**config.mk**
```make
export PLATFORM = sky130hd
export DESIGN_NAME = fifo_stream_reader
export DESIGN_NICKNAME = d
export VERILOG_FILES = /design/src/rtl/fifo_stream_reader.sv
export SDC_FILE = /design/constraint.sdc
export NUM_CORES = 1
export LEC_CHECK = 0
export ABC_CLOCK_PERIOD_IN_PS = 2700
export BUFFER_PORTS_ARGS = -buffer_cell sky130_fd_sc_hd__buf_2
export CAP_MARGIN = 15
export CORE_AREA = 8 8 109 111
export CTS_CLUSTER_DIAMETER = 200
export CTS_CLUSTER_SIZE = 25
export DETAILED_ROUTE_END_ITERATION = 10
export DIE_AREA = 0 0 117 119
export PLACE_DENSITY_LB_ADDON = 0.25
export SYNTH_ARGS = -nofsm -noshare
export SYNTH_HDL_FRONTEND = slang
export SYNTH_SLANG_ARGS = --single-unit
```
**constraint.sdc**
```tcl
create_clock -name clk -period 2.7 [get_ports clk]
set_input_delay 0.54 -clock clk [delete_from_list [all_inputs] [get_ports clk]]
set_output_delay 0.54 -clock clk [all_outputs]
set_load 0.02 [all_outputs]
```
**src/rtl/fifo_stream_reader.sv**
```systemverilog
// Drain-side controller for synch_fifo: issues reads against the registered empty flag,
// absorbs the one-cycle read latency in a 3-entry buffer and presents a valid/ready stream.
module fifo_stream_reader #(
  parameter int unsigned FIFO_PTR   = 3,
  parameter int unsigned FIFO_WIDTH = 16,
  parameter int unsigned CNT_W      = 16
) (
  input  logic                  clk,
  input  logic                  rst_n,
  input  logic                  en,
  input  logic                  flush,
  input  logic                  fifo_empty,
  output logic                  fifo_read_en,
  input  logic [FIFO_WIDTH-1:0] fifo_read_data,
  output logic                  m_valid,
  output logic [FIFO_WIDTH-1:0] m_data,
  input  logic                  m_ready,
  output logic [CNT_W-1:0]      words_out,
  output logic [CNT_W-1:0]      drop_cnt
);

  localparam int unsigned Depth = 3;

  if (FIFO_PTR == 0) begin : g_ptr_check
    $error("FIFO_PTR must be non-zero");
  end

  logic                  inflight_q;
  logic [1:0]            occ_q, occ_d;
  logic [1:0]            head_q, head_d;
  logic [1:0]            tail_q, tail_d;
  logic [FIFO_WIDTH-1:0] buf_q [Depth];
  logic [CNT_W-1:0]      words_out_q, words_out_d;
  logic [CNT_W-1:0]      drop_cnt_q, drop_cnt_d;
  logic                  capture;
  logic                  pop;

  function automatic logic [1:0] ptr_inc(input logic [1:0] p);
    return (p == 2'd2) ? 2'd0 : p + 2'd1;
  endfunction

  // Reserve a slot for every word already requested; m_ready is deliberately absent here.
  assign fifo_read_en = en & ~flush & ~fifo_empty &
                        (({1'b0, occ_q} + {2'b00, inflight_q}) < 3'd3);

  assign m_valid   = (occ_q != 2'd0);
  assign m_data    = buf_q[head_q];
  assign words_out = words_out_q;
  assign drop_cnt  = drop_cnt_q;

  assign capture = inflight_q & ~flush;
  assign pop     = m_valid & m_ready & ~flush;

  always_comb begin
    occ_d       = occ_q;
    head_d      = head_q;
    tail_d      = tail_q;
    words_out_d = words_out_q;
    drop_cnt_d  = drop_cnt_q;
    if (flush) begin
      occ_d      = 2'd0;
      head_d     = 2'd0;
      tail_d     = 2'd0;
      drop_cnt_d = drop_cnt_q + CNT_W'(occ_q) + CNT_W'(inflight_q);
    end else begin
      if (capture) begin
        tail_d = ptr_inc(tail_q);
      end
      if (pop) begin
        head_d      = ptr_inc(head_q);
        words_out_d = words_out_q + CNT_W'(1);
      end
      if (capture && !pop) begin
        occ_d = occ_q + 2'd1;
      end else if (!capture && pop) begin
        occ_d = occ_q - 2'd1;
      end
    end
  end

  always_ff @(posedge clk or negedge rst_n) begin
    if (!rst_n) begin
      inflight_q  <= 1'b0;
      occ_q       <= 2'd0;
      head_q      <= 2'd0;
      tail_q      <= 2'd0;
      words_out_q <= '0;
      drop_cnt_q  <= '0;
      buf_q       <= '{default: '0};
    end else begin
      inflight_q  <= fifo_read_en;
      occ_q       <= occ_d;
      head_q      <= head_d;
      tail_q      <= tail_d;
      words_out_q <= words_out_d;
      drop_cnt_q  <= drop_cnt_d;
      if (capture) begin
        buf_q[tail_q] <= fifo_read_data;
      end
    end
  end

endmodule

```
# After elaboration in Yosys (flattened, before gate mapping)
# Index checks and enable logic that the tools add are counted.
[op_classes]
addsub = 8
mul = 0
div_mod_pow = 0
magnitude_cmp = 4
eq_ne = 2
n_shift = 0
muxes = 15
bitwise = 10
reduce_logical = 10
[ops]
columns = ["operator", "count"]
rows = [
  ["$bwmux W48", 1],
  ["$mux W16", 3],
  ["$bmux W16 S2", 1],
  ["$demux W16 S2", 1],
  ["$mux W2", 9],
  ["$add A16 B1 Y16", 1],
  ["$add A16 B1 Y16 const B", 1],
  ["$add A16 B2 Y16", 1],
  ["$add A2 B1 Y2 const B", 3],
  ["$and A1 B1 Y1", 6],
  ["$ge A3 B3 Y1 const B", 2],
  ["$not A2 Y3", 2],
  ["$reduce_bool A2 Y1", 3],
  ["$eq A2 B2 Y1 const B", 2],
  ["$add A2 B1 Y3", 1],
  ["$logic_and A1 B1 Y1", 3],
  ["$lt A3 B1 Y1 const B", 1],
  ["$lt A3 B2 Y1 const B", 1],
  ["$reduce_bool A3 Y1", 1],
  ["$logic_not A1 Y1", 2],
  ["$not A1 Y1", 2],
  ["$reduce_and A2 Y1", 1],
  ["$sub A2 B1 Y2 const B", 1],
]
[word_totals]
regBits = 87
latch_bits = 0
ram_bits = 0
mem_bits_ro = 0
inputBits = 22
output_inout_bits = 50
wordCells = 58
n_memories = 0

# Depth between registers and ports, before layout
[depth]
ltp_word = 7
depth_mapped = 7
depth_no_buf = 7

# Worst setup path after synthesis
# No wires, ideal clock.
[synth_timing]
kind = "register to output"
start = "register occ_q[0]"
end = "output fifo_read_en"
t_arrival_ns = 1.773
required_time_ns = 2.160
path_slack_ns = 0.387
path_stages_with_launch = 5
path_buffers = 0
cell_sequence = "dfrtp_1 -> ha_1 -> ha_1 -> or4b_2 -> a21oi_1"
[synth_via]
elab_chain_len = 3
[synth_rtl]
columns = ["item", "line_no", "source"]
rows = [
  ["start, declared", "29", "logic [1:0] occ_q, occ_d;"],
  ["start signal, assigned", "84", "occ_q <= 2'd0;"],
  ["start signal, assigned", "92", "occ_q <= occ_d;"],
  ["$add A2 B1 Y3", "44", "(({1'b0, occ_q} + {2'b00, inflight_q}) < 3'd3);"],
  ["$lt A3 B2 Y1", "44", ""],
  ["$and A1 B1 Y1", "43", "assign fifo_read_en = en & ~flush & ~fifo_empty &"],
  ["end, declared", "13", "output logic fifo_read_en,"],
]
# No other way between the ends.

# Worst setup path after layout
# Same ends and word-level chain as after synthesis.

==> flow_summary_export.csv <==
group,metric,value,unit
status,status,"finished clean",
placed_design,place_ws,389,ps
clocking,post_cts_buffers,0,
power_and_ir_drop,total_power,3140,uW
flow_run,drv_cap,0,
power_and_ir_drop,pwr-share-seq,0.514,
cells_and_area,diodes,0,
critical_path,crit_slowest_cell,"or4b_2",
grt,antenna_found_initial,0,
floorplanning,coreArea,10100,um^2
critical_path,cp.required,2160,ps
sta,hold_violations,0,
grt,met2_usage,0.203,
cells_and_area,multi_input_area,1710,um^2
clocking,cts_sinks,87,
power_and_ir_drop,leakage,0.00228,uW
critical_path,cp.arrival,2060,ps
power_and_ir_drop,netSwitchingFraction,0.304,
critical_path,max_stage_delay,610,ps
clocking,clk_latency,350,ps
synth,synth_top_family_by_area,"multiplexers",
synth,synth-adder-area-share,0.0227,
cells_and_area,n_fill_cell,977,
synth,yosysUniqueCellTypes,39,
power_and_ir_drop,p_int,2180,uW
routing,vias,2590,
placed_design,placed_area,4540,um^2
synth,synth_compound_area_frac,0.0344,
clocking,ctsHtreeMaxLevel,3,
synth,synth_top_area_cell,"dfrtp_1",
synth,synthMuxAreaShare,0.190,
synth,synth-simple-area-share,0.116,
power_and_ir_drop,p_switching,953,uW
sta,fmax,384,MHz
critical_path,worst_path_most_repeated_cell,"ha_1",
sta,rsz0062_at_grt,"false",
sta,fin_skew,11.1,ps
power_and_ir_drop,ir_drop,0.262,mV
placed_design,gp_congestion,0.764,
synth,synthesis.area,3970,um^2
grt,grt_pass1_wl,13.6,mm
grt,busiest_layer,"met2",
critical_path,crit_fanout,6,
sta,tightest_slew,690,ps
routing,drc,0,
floorplanning,die_area,13900,um^2
sta,timing.final.crit_share,0.964,
sta,slew_headroom,0.533,
critical_path,startpoint,"occ_q[0]$_DFFE_PN0P_",
clocking,cts-root-buf,"clkbuf_8",
clocking,cts_max_path_buffers,2,
grt,grt_usage,0.123,
sta,fin_setup_tns,0,ps
critical_path,rr_startpoint,"inflight_q$_DFF_PN0_",
synth,netlist.area_leader.share,0.549,
critical_path,r2r_setup_slack,520,ps
synth,syn-num-nets,340,
synth,synth_area_leaders,"dfrtp_1 55%, mux2_2 14%, mux2i_1 4.8%, xnor2_1 4.0%, xor2_1 2.7%",
floorplanning,io_pins,72,
routing,wl_per_cell,15.2,um
power_and_ir_drop,clkPwrFrac,0.277,
floorplanning,die_w,117,um
routing,drt_iter0_drc,85,
synth,syn_inst,312,
cells_and_area,layout_commonest_cell,"dfrtp_1",
clocking,hold_buffers,0,
floorplanning,die_y,119,um
cells_and_area,final_area,4740,um^2
synth,synth-xor-area-share,0.0663,
clocking,numCtsBuffers,9,
grt,grt_pass1_vias,2768,
routing,drtAntennaViolNets,0,
critical_path,critPathBufInv,1,
critical_path,worstSetupPathType,"flip-flop to primary output",
cells_and_area,layout-drive-gt1-share,0.406,
cells_and_area,seq_area,2180,um^2
cells_and_area,layout_common_cells,"86 x dfrtp_1, 69 x buf_2, 50 x mux2_2, 25 x nand2_1, 19 x mux2i_1",
critical_path,crit_chain,"ha_1 > ha_1 > or4b_2 > a21oi_2 > buf_4",
synth,yosysSeqAreaShare,0.549,
cells_and_area,fin_nets,424,
grt,met3_usage,0.0222,
sta,setup_violations,0,
power_and_ir_drop,power.density,662,nW/um^2
placed_design,port_buffers,71,
critical_path,start_kind,"flip-flop",
synth,ys_ff_latch,87,
sta,setup_slack,97.2,ps
grt,overflow,0,
placed_design,hpwlAfterDp,5.82,mm
clocking,cts_tree,"yes",
power_and_ir_drop,pwr-share-comb,0.210,
routing,drt-pass1-iter-count,4,
sta,post-route-min-period,2600,ps
clocking,clkTransAtPathRegs,80,ps
floorplanning,start_util,0.393,
cells_and_area,post-route-util,0.470,
cells_and_area,flow.area_growth_from_synthesis,19.6,%
floorplanning,placementRows,37,
grt,met1_usage,0.150,
sta,slew_viol_final,0,
synth,ys_warn_count,0,
critical_path,critical_path.top_delay_family,"simple AND/OR/NAND/NOR gates",
routing,vias_per_cell,4.82,
critical_path,cp-end-kind,"primary output",
routing,routed_wirelength,8.17,mm
synth,syn_area_per_cell,12.7,um^2
hold_path,min_path_type,"input pin to async pin",
grt,grt_max_degree,45,
## cell type report
cell class,instances,area share
well taps,136,0.0359
inverters,4,0.00317
clock buffers,13,0.0377
repair buffers,85,0.101
flip-flops and latches,87,0.459
multi-input cells,209,0.360
clock inverters,3,0.00317
## path summary, 6_finish.rpt
kind / cells past startpoint / to
max: 5 / fifo_read_en
min: 1 / drop_cnt[6]$_DFFE_PN0P_
max reg2reg: 8 / drop_cnt[12]$_DFFE_PN0P_
min reg2reg: 1 / words_out[15]$_DFFE_PN0P_
max in group asynchronous: 2 / words_out[1]$_DFFE_PN0P_
min in group clk: 3 / inflight_q$_DFF_PN0_
## kinds of logic (layout without fill, tap and decap cells)
| logic type | count (synthesis) | count (layout) |
|---|---|---|
| buffers and inverters | 16 | 105 |
| xor gates and xnor gates | 30 | 30 |
| DFF | 87 | 87 |
| AOI/OAI and AO/OA | 24 | 24 |
| adders and majority gates | 6 | 6 |
| muxes | 69 | 69 |
| and+or+nand+nor | 80 | 80 |
## cell usage after synthesis, drive strengths merged
cell    instances
and3            3
nor2           10
nor3            5
nand4           5
inv             4
nor3b           3
o21ba           1
or4             1
mux2i          19
buf             6
nand2b          4
nand2          25
o21ai          18
ha              4
dfrtp          87
fa              2
clkbuf          6
nand3          12
nor4            3
nor2b           2
nor4b           1
xnor2          18
or3b            1
and4            2
a21oi           5
mux2           50
or2             1
nand3b          1
xor2           12
or4b            1
## power by group through the flow
stage / Sequential, uW / Clock [uW] / Combinational (uW)
floorplan: 1690 / 0 / 349
global placement: 1630 / 0 / 666
detailed placement: 1640 / 0 / 673
CTS: 1610 / 911 / 674
global route: 1640 / 963 / 723
finish: 1610 / 868 / 658
## stage by stage
stage	instances	hold WS (ps)
6_report	537	177
5_1_grt	537	211
4_1_cts	537	185
3_5_place_dp	521	463
3_3_place_gp	521	456
2_1_floorplan	312	244
## registers in the layout, indices dropped and copies added, names as in the netlist
name	cells
inflight_q	1
drop_cnt	16
occ_q	2
tail_q	2
buf_q	48
head_q	2
words_out	16
## what timing repair did
action | in CTS | in global routing
resized for setup | 1 | 2
gates cloned | 0 | 0
setup endpoints to repair | 1 | 1
## metal layers
metal / vias up / wire [um]
li1: 1255 / -
met3: 8 / 318
met4: 0 / 122
met5: - / 0
met2: 42 / 4060
met1: 1285 / 3670
Note: power is estimated with default switching activity, not from simulation.
